--- src/rtl/reg_file_pkg.sv ---
// Shared CPU register-bank definitions: sweep FSM states and default geometry.
package reg_file_pkg;

    typedef enum logic {
        RF_IDLE  = 1'b0,
        RF_CLEAR = 1'b1
    } rf_state_e;

    localparam int unsigned RF_WIDTH = 16;
    localparam int unsigned RF_DEPTH = 8;

endpackage

--- src/rtl/reg_file_if.sv ---
// Register-file access bus: one write port, two read ports, clear-sweep control.
interface reg_file_if #(
    parameter int unsigned WIDTH  = 16,
    parameter int unsigned ADDR_W = 3
);
    logic              we;
    logic [ADDR_W-1:0] waddr;
    logic [WIDTH-1:0]  wdata;
    logic [ADDR_W-1:0] raddr_a;
    logic [WIDTH-1:0]  rdata_a;
    logic [ADDR_W-1:0] raddr_b;
    logic [WIDTH-1:0]  rdata_b;
    logic              clr;
    logic              busy;
    logic              done;

    modport master (
        output we, waddr, wdata, raddr_a, raddr_b, clr,
        input  rdata_a, rdata_b, busy, done
    );

    modport slave (
        input  we, waddr, wdata, raddr_a, raddr_b, clr,
        output rdata_a, rdata_b, busy, done
    );
endinterface

--- src/rtl/reg_file_sweep.sv ---
// Clear-sweep controller: walks a pointer over every entry, then pulses done.
module reg_file_sweep
    import reg_file_pkg::*;
#(
    parameter int unsigned DEPTH  = RF_DEPTH,
    parameter int unsigned ADDR_W = $clog2(DEPTH)
) (
    input  logic              clk,
    input  logic              reset,
    input  logic              clr,
    output logic              busy,
    output logic              done,
    output logic              clr_en,
    output logic [ADDR_W-1:0] clr_addr
);

    localparam logic [ADDR_W-1:0] LAST_ADDR = ADDR_W'(DEPTH - 1);

    rf_state_e         state_q;
    logic [ADDR_W-1:0] ptr_q;
    logic              busy_q;
    logic              done_q;

    always_ff @(posedge clk or posedge reset) begin
        if (reset) begin
            state_q <= RF_IDLE;
            ptr_q   <= '0;
            busy_q  <= 1'b0;
            done_q  <= 1'b0;
        end else begin
            done_q <= 1'b0;
            case (state_q)
                RF_IDLE: begin
                    if (clr) begin
                        state_q <= RF_CLEAR;
                        ptr_q   <= '0;
                        busy_q  <= 1'b1;
                    end
                end
                RF_CLEAR: begin
                    // Pointer stops at the last entry; it never walks past DEPTH-1.
                    if (ptr_q == LAST_ADDR) begin
                        state_q <= RF_IDLE;
                        ptr_q   <= '0;
                        busy_q  <= 1'b0;
                        done_q  <= 1'b1;
                    end else begin
                        ptr_q <= ptr_q + ADDR_W'(1);
                    end
                end
                default: state_q <= RF_IDLE;
            endcase
        end
    end

    assign busy     = busy_q;
    assign done     = done_q;
    assign clr_en   = (state_q == RF_CLEAR);
    assign clr_addr = ptr_q;

endmodule

--- src/rtl/reg_file.sv ---
// General-purpose register bank: 1 write port, 2 combinational read ports,
// optional write-to-read bypass, optional hardwired-zero entry 0, clear sweep.
module reg_file
    import reg_file_pkg::*;
#(
    parameter int unsigned WIDTH    = RF_WIDTH,
    parameter int unsigned DEPTH    = RF_DEPTH,
    parameter int unsigned ADDR_W   = $clog2(DEPTH),
    parameter bit          BYPASS   = 1'b1,
    parameter bit          ZERO_REG = 1'b0
) (
    input  logic     clk,
    input  logic     reset,
    reg_file_if.slave bus
);

    logic [WIDTH-1:0]  mem_q [DEPTH];
    logic              busy;
    logic              done;
    logic              clr_en;
    logic [ADDR_W-1:0] clr_addr;
    logic              wr_ok;
    logic [WIDTH-1:0]  rdata_a;
    logic [WIDTH-1:0]  rdata_b;

    reg_file_sweep #(
        .DEPTH  (DEPTH),
        .ADDR_W (ADDR_W)
    ) u_sweep (
        .clk      (clk),
        .reset    (reset),
        .clr      (bus.clr),
        .busy     (busy),
        .done     (done),
        .clr_en   (clr_en),
        .clr_addr (clr_addr)
    );

    // A clear request wins over a same-cycle write; writes are locked out while sweeping.
    assign wr_ok = bus.we && !bus.clr && !busy && (32'(bus.waddr) < DEPTH) &&
                   !(ZERO_REG && (bus.waddr == '0));

    always_ff @(posedge clk or posedge reset) begin
        if (reset) begin
            for (int i = 0; i < int'(DEPTH); i++) begin
                mem_q[i] <= '0;
            end
        end else if (clr_en) begin
            mem_q[clr_addr] <= '0;
        end else if (wr_ok) begin
            mem_q[bus.waddr] <= bus.wdata;
        end
    end

    always_comb begin
        rdata_a = '0;
        if (BYPASS && wr_ok && (bus.waddr == bus.raddr_a)) begin
            rdata_a = bus.wdata;
        end else if ((32'(bus.raddr_a) < DEPTH) && !(ZERO_REG && (bus.raddr_a == '0))) begin
            rdata_a = mem_q[bus.raddr_a];
        end
    end

    always_comb begin
        rdata_b = '0;
        if (BYPASS && wr_ok && (bus.waddr == bus.raddr_b)) begin
            rdata_b = bus.wdata;
        end else if ((32'(bus.raddr_b) < DEPTH) && !(ZERO_REG && (bus.raddr_b == '0))) begin
            rdata_b = mem_q[bus.raddr_b];
        end
    end

    assign bus.rdata_a = rdata_a;
    assign bus.rdata_b = rdata_b;
    assign bus.busy    = busy;
    assign bus.done    = done;

endmodule

--- src/flat_wrapper.sv ---
// flat-port wrapper written by rule: the top's interface ports become plain ports
module reg_file_flat import reg_file_pkg::*;
#(
    parameter int unsigned WIDTH    = RF_WIDTH,
    parameter int unsigned DEPTH    = RF_DEPTH,
    parameter int unsigned ADDR_W   = $clog2(DEPTH),
    parameter bit          BYPASS   = 1'b1,
    parameter bit          ZERO_REG = 1'b0
)
  (clk, reset, bus_we, bus_waddr, bus_wdata, bus_raddr_a, bus_raddr_b, bus_clr, bus_rdata_a, bus_rdata_b, bus_busy, bus_done);
  reg_file_if #(.WIDTH(WIDTH), .ADDR_W(ADDR_W)) bus_i ();
  input  logic clk;
  input  logic reset;
  input wire logic [$bits(bus_i.we)-1:0] bus_we;
  input wire logic [$bits(bus_i.waddr)-1:0] bus_waddr;
  input wire logic [$bits(bus_i.wdata)-1:0] bus_wdata;
  input wire logic [$bits(bus_i.raddr_a)-1:0] bus_raddr_a;
  input wire logic [$bits(bus_i.raddr_b)-1:0] bus_raddr_b;
  input wire logic [$bits(bus_i.clr)-1:0] bus_clr;
  output wire logic [$bits(bus_i.rdata_a)-1:0] bus_rdata_a;
  output wire logic [$bits(bus_i.rdata_b)-1:0] bus_rdata_b;
  output wire logic [$bits(bus_i.busy)-1:0] bus_busy;
  output wire logic [$bits(bus_i.done)-1:0] bus_done;
  assign bus_i.we = bus_we;
  assign bus_i.waddr = bus_waddr;
  assign bus_i.wdata = bus_wdata;
  assign bus_i.raddr_a = bus_raddr_a;
  assign bus_i.raddr_b = bus_raddr_b;
  assign bus_i.clr = bus_clr;
  assign bus_rdata_a = bus_i.rdata_a;
  assign bus_rdata_b = bus_i.rdata_b;
  assign bus_busy = bus_i.busy;
  assign bus_done = bus_i.done;
  reg_file #(.WIDTH(WIDTH), .DEPTH(DEPTH), .ADDR_W(ADDR_W), .BYPASS(BYPASS), .ZERO_REG(ZERO_REG)) u_core (.clk(clk), .reset(reset), .bus(bus_i));
endmodule
--- config.mk ---
export PLATFORM = sky130hd
export DESIGN_NAME = reg_file_flat
export DESIGN_NICKNAME = d
export VERILOG_FILES = /design/src/rtl/reg_file_pkg.sv /design/src/rtl/reg_file_if.sv /design/src/rtl/reg_file_sweep.sv /design/src/rtl/reg_file.sv /design/src/flat_wrapper.sv
export SDC_FILE = /design/constraint.sdc
export NUM_CORES = 1
export LEC_CHECK = 0
export CELL_PAD_IN_SITES_DETAIL_PLACEMENT = 2
export CELL_PAD_IN_SITES_GLOBAL_PLACEMENT = 2
export CORE_ASPECT_RATIO = 2
export CORE_MARGIN = 5
export CORE_UTILIZATION = 37
export CTS_CLUSTER_DIAMETER = 100
export DETAILED_ROUTE_END_ITERATION = 10
export GPL_ROUTABILITY_DRIVEN = 0
export PLACE_DENSITY = 0.85
export RECOVER_POWER = 100
export SLEW_MARGIN = 20
export SYNTH_ARGS = -nofsm -noshare
export SYNTH_HDL_FRONTEND = slang
export SYNTH_SLANG_ARGS = --single-unit
--- constraint.sdc ---
create_clock -name clk -period 3.8 [get_ports clk]
set_input_delay 0.38 -clock clk [delete_from_list [all_inputs] [get_ports clk]]
set_output_delay 0.38 -clock clk [all_outputs]
set_load 0.005 [all_outputs]
* Yosys cells after proc, flatten, opt, wreduce, memory -nomap -nowiden *
Index checks and enable logic that the tools add are counted.

word-level totals
  logic and storage cells = 67
  flip-flop bits (word level) = 134
  input port bits = 29
  output and inout port bits = 34

operators by class
  $add $sub $neg = 1
  eq/ne operators = 5
  $lt $le $gt $ge = 6
  muxes and demuxes = 26
  bitwise logic cells = 7
  reductions and logical operators = 10

operators by type and width
  operator                                                                       count
  128-bit 2-to-1 mux                                                             2
  128-bit bitwise AND                                                            1
  128-bit bitwise mux                                                            1
  16-bit 2-to-1 mux                                                              8
  128-bit NOT                                                                    1
  16-bit binary-select mux with 3-bit select                                     2
  16-bit demux with 3-bit select                                                 2
  4-bit >= comparator (second input constant)                                    4
  3-bit NOT with 4-bit output                                                    4
  4-bit by 1-bit less-than comparator with 1-bit output (second input constant)  2
  3-bit == test                                                                  2
  1-bit logical AND                                                              6
  1-bit 2-to-1 mux                                                               6
  3-bit 2-to-1 mux                                                               2
  3-bit case mux with 2 select lines                                             1
  1-bit case mux with 2 select lines                                             2
  3-bit by 1-bit adder with 3-bit output (second input constant)                 1
  3-bit == test (second input constant)                                          1
  1-bit zero test                                                                2
  2-bit by 1-bit != test with 1-bit output (second input constant)               1
  2-bit != test (second input constant)                                          1
  2-bit AND reduction                                                            1
  2-bit nonzero test                                                             1
  1-bit NOT                                                                      1

* Logic depth before layout (Yosys ltp) *
  depth after elaboration = 8
  gate-level depth with buffers = 7
  gate-level depth less buffers = 4

* Modules after synthesis *
Synthesis repeated with hierarchy kept, for this count alone.

second synthesis, totals
  cells, all modules = 635
  area, all modules = 7,946.4 um^2

modules (own cells, without submodules)
  module          cells an instance  seq. area each (um^2)  area each (um^2)  instances
  reg_file        612                3,203.1                7,664.9           1
  reg_file_sweep  23                 150.1                  281.5             1

* Least setup slack after synthesis *
Ideal clock, no wire load.

  path kind = input port to output port
  start point = input bus_raddr_a[0]
  end point = output bus_rdata_a[10]
  path buffers = 2
  data required time = 3,420 ps
  slack = 1,726 ps
  cell stages on the path = 5
  arrival = 1,694 ps
  cells stage by stage = clkbuf_1 > buf_2 > mux4_2 > mux2i_1 > mux2i_1

on the way
  word-level cells in the longest chain between the ends = 5
  elaborated cells on any way between the ends = 7
  those cells by class = eq/ne (1); mux (4); bitwise (1); reduce/logical (1)

RTL lines
  what                                                   RTL line            text
  start: declaration                                     flat_wrapper.sv:17  input wire logic [$bits(bus_i.raddr_a)-1:0] bus_raddr_a;
  3-bit NOT with 4-bit output (not written as such)      reg_file.sv:60      rdata_a = mem_q[bus.raddr_a];
  16-bit binary-select mux with 3-bit select             reg_file.sv:60
  16-bit 2-to-1 mux (not written as such) (2 in series)  reg_file.sv:60
  16-bit 2-to-1 mux (*)                                  reg_file.sv:57      if (BYPASS && wr_ok && (bus.waddr == bus.raddr_a)) begin
  end: declaration                                       flat_wrapper.sv:20  output wire logic [$bits(bus_i.rdata_a)-1:0] bus_rdata_a;

Every way passes the cells marked *; elsewhere a longest branch is shown, timed or not. The select of a mux whose other input is x is not followed.

* Final worst setup path *
  start point = input bus_waddr[1]
  end point = output bus_rdata_b[12]

on the way
  word-level cells in the longest chain between the ends = 3

RTL lines
  what                RTL line            text
  start: declaration  flat_wrapper.sv:15  input wire logic [$bits(bus_i.waddr)-1:0] bus_waddr;
  3-bit == test       reg_file.sv:66      if (BYPASS && wr_ok && (bus.waddr == bus.raddr_b)) begin
  1-bit logical AND   reg_file.sv:66
  16-bit 2-to-1 mux   reg_file.sv:66
  end: declaration    flat_wrapper.sv:21  output wire logic [$bits(bus_i.rdata_b)-1:0] bus_rdata_b;

No other way between the ends.

==> flow_summary_export.csv <==
group,metric,value,unit
cells_and_area,final_cell_mix,"mux2i_1, dfrtp_1, nand2_1, mux4_2, clkdlybuf4s50_1",
route,dr_total_vias,5858,
logic_synthesis,synth-edff-count,0,
logic_synthesis,synthCells,634,
floorplanning,die-width,113,µm
floorplanning,fp.dieArea,24600,µm²
power_and_ir_drop,p_leak,4.50,nW
logic_synthesis,synth_top_family_by_area,"multiplexers",
timing,slew_viol_final,220,
timing,hold_viol_final,0,
cts,path_clk_slew,0.06,ns
grt,grt_pass1_vias,7002,
logic_synthesis,synthArstFlopShare,100,%
floorplanning,io_pins,63,
critical_path,reg2reg_depth,4,
logic_synthesis,synth_mux_area_share,42.6,%
logic_synthesis,synth_xor_area_share,0.664,%
grt,grt-ovfl-total,0,
power_and_ir_drop,seq_power_share,40.0,%
critical_path,critical_path_class,"input pin to primary output",
cells_and_area,area_growth,18.2,%
critical_path,critPathBufInv,3,
grt,grt_pass1_wl,44200,µm
floorplanning,start_util,37.7,%
cells_and_area,num-nets-final,719,
route,postRouteAntennaNets,0,
route,drt_wl_total,28800,µm
critical_path,path_max_fanout,10,
timing,setup_tns,0,ns
power_and_ir_drop,power,5.43,mW
critical_path,crit_chain,"clkdlybuf4s50_1 -> xnor2_1 -> nand4_1 -> clkbuf_1 -> mux2i_1 -> dlygate4sd3_1",
logic_synthesis,avgSynthCellArea,12.5,µm²
power_and_ir_drop,power_density,581,nW/µm²
placed_design,hpwl,18200,µm
grt,grt_use_total,24.3,%
cts,cts_tree,"yes",
logic_synthesis,ys_dominant_reg_cell,"dfrtp_1",
timing,setup_viol,0,
floorplanning,die_h,217,µm
timing,slew-limit-headroom,-26.8,%
logic_synthesis,synth-simple-area-share,9.44,%
worst_hold_path,hp-class,"flop to flop",
cells_and_area,ff_latch_area,3350,µm²
cells_and_area,n_antenna_cell,0,
cells_and_area,nFillCells,2102,
critical_path,end_kind,"primary output",
power_and_ir_drop,peakVddDrop,307,µV
critical_path,r2r_slack,0.51,ns
floorplanning,rows,75,
critical_path,cp-start-kind,"input pin",
route,wire_per_inst,29.6,µm
logic_synthesis,syn_nets,665,
power_and_ir_drop,p_sw,1.94,mW
cts,cts_made_buffers,17,
cts,htreeDepth,4,
cts,post_cts_resized,0,
placed_design,port_buffers,62,
critical_path,crit_path_max_incr_delay,0.74,ns
cells_and_area,final_layout_size_suffix_gt1_share,17.1,%
cts,clkLatencyLatePin,0.42,ns
grt,antenna_found_initial,0,
power_and_ir_drop,pwr-share-clk,29.6,%
timing,tightestPinTransition,1.90,ns
logic_synthesis,synth_warnings,0,
cts,cts_setup_buffers,0,
power_and_ir_drop,internal-power,3.49,mW
logic_synthesis,ys_types,28,
route,via_per_inst,6.04,
flow_run,cap_viol_max_count,6,
logic_synthesis,synth_seq_cells,134,
run_status,outcome,"finished, violations left",
critical_path,critPathRequiredTime,3.42,ns
power_and_ir_drop,pwr-share-comb,30.4,%
logic_synthesis,syn_area,7920,µm²
critical_path,critPathTopFamily,"buffers and inverters",
cts,cts_num_sinks,134,
cells_and_area,final_common_cell,"mux2i_1",
cts,cts_buffer_depth,2,
cells_and_area,multi_input_area,4200,µm²
route,drc_errors,0,
logic_synthesis,synth-adder-area-share,0.316,%
floorplanning,design.core.area,21000,µm²
critical_path,startpoint,"bus_waddr[1]",
critical_path,endpoint,"bus_rdata_b[12]",
timing,finalCritPeriodShare,90.2,%
timing,skew,0.00573,ns
power_and_ir_drop,power.share.switching,35.8,%
critical_path,worstPathArrival,3.05,ns
critical_path,cp.depth,6,
cts,cts_root_buffer,"clkbuf_16",
timing,max_freq,292,MHz
run_status,violations,"capacitance limit, slew limit",
grt,grt_max_degree,135,
timing,rsz0062_at_grt,"no",
logic_synthesis,synth_compound_area_share,0.206,%
route,drt_pre_antenna_iters,4,
cts,ctsHoldBuffers,0,
route,drt_iter0_markers,311,
timing,period_minus_slack,3.43,ns
critical_path,reg2reg_to,"u_core.mem_q[50]",
critical_path,cp_slowest_cell,"clkdlybuf4s50_1",
logic_synthesis,yosysSeqAreaShare,42.4,%
critical_path,r2r_start,"u_core.u_sweep.clr_en",
[power by group through the flow]
stage                     Sequential [mW]  Clock, mW  Combinational [mW]
after floorplan                      1.98          0                1.05
final                                2.17       1.61                1.65
after global routing                 2.21       1.69                1.78
after global placement               2.08          0                1.54
after detailed placement             2.16          0                1.65
after CTS                            2.16       1.63                1.70
[worst min-delay path by stage]
stage / start / end / slack [ns] / cells past startpoint
after floorplan: bus_clr / u_core.u_sweep.clr_addr[1] / 0.49 / 1
after global placement: u_core.mem_q[89] / u_core.mem_q[89] / 0.52 / 2
after detailed placement: u_core.mem_q[19] / u_core.mem_q[19] / 0.54 / 2
after CTS: u_core.mem_q[62] / u_core.mem_q[62] / 0.55 / 2
after global routing: u_core.mem_q[62] / u_core.mem_q[62] / 0.57 / 2
final: u_core.mem_q[125] / u_core.mem_q[125] / 0.55 / 2
[state kept, by name, indices dropped and copies added (netlist names)]
| name | cells |
|---|---|
| u_core.u_sweep.done | 1 |
| u_core.u_sweep.busy | 1 |
| u_core.u_sweep.clr_en | 1 |
| u_core.u_sweep.clr_addr | 3 |
| u_core.mem_q | 128 |
[through the flow]
stage / utilization [%] / hold slack (ns) / setup slack, ns / instances / instance area, µm²
after global placement: 42.2 / 0.519 / 0.865 / 938 / 8860
after floorplan: - / 0.487 / 1.73 / 634 / 7920
after global routing: 44.5 / 0.574 / 0.325 / 970 / 9350
final: 44.5 / 0.555 / 0.371 / 970 / 9350
after CTS: 44.9 / 0.554 / 0.725 / 970 / 9440
after detailed placement: 42.2 / 0.541 / 0.743 / 938 / 8860
[logic make-up (layout without fill, tap and decap cells)]
group	count (synthesis)	in the layout
AO/OA/AOI/OAI	3	3
XOR/XNOR	6	6
AND/OR/NAND/NOR	159	159
buffers and inverters	73	140
adder cells (fa/ha/maj)	2	2
flip-flops	134	134
multiplexers	257	257
[routing by layer]
layer | track usage (%) | wire, µm
met2 | 45.3 | 16300
met3 | 3.61 | 1490
met1 | 25.8 | 9820
met4 | 12.8 | 1180
met5 | 0 | 0
[final cells by class]
type                       count  share of cell area (%)
clock buffer                  22                    5.07
clock inverter                10                    1.04
inverter                      18                   0.763
multi-input combinational    427                    44.9
sequential                   134                    35.9
tap                          269                    3.60
timing repair buffer          90                    8.79
[cell usage after synthesis (2+ instances only)]
cell       count  share of area [%]
buf_6          6               0.85
nand4bb_1      3               0.43
mux4_2        64                 18
dfrtp_1      134                 42
nand4b_1       5               0.55
nand4_1        4               0.32
nand2b_1       2               0.16
mux2i_1      192                 24
buf_4          2               0.19
nor2_1         4               0.19
xnor2_1        6               0.66
inv_1          2              0.095
clkbuf_1      31                1.5
nor4b_2        3               0.57
nand2_1      131                6.2
buf_2         16                1.0
o21ai_0        2               0.13
ha_1           2               0.32
clkinv_1      16               0.76
[worst register-to-register path, delay by kind of cell (launching register included)]
family / cells / cell delay (ns)
AND/OR/NAND/NOR: 2 / 1.02
multiplexers: 1 / 0.27
buffers and inverters: 1 / 1.21
flip-flops: 1 / 0.59
Note: power is estimated with default switching activity, not from simulation.
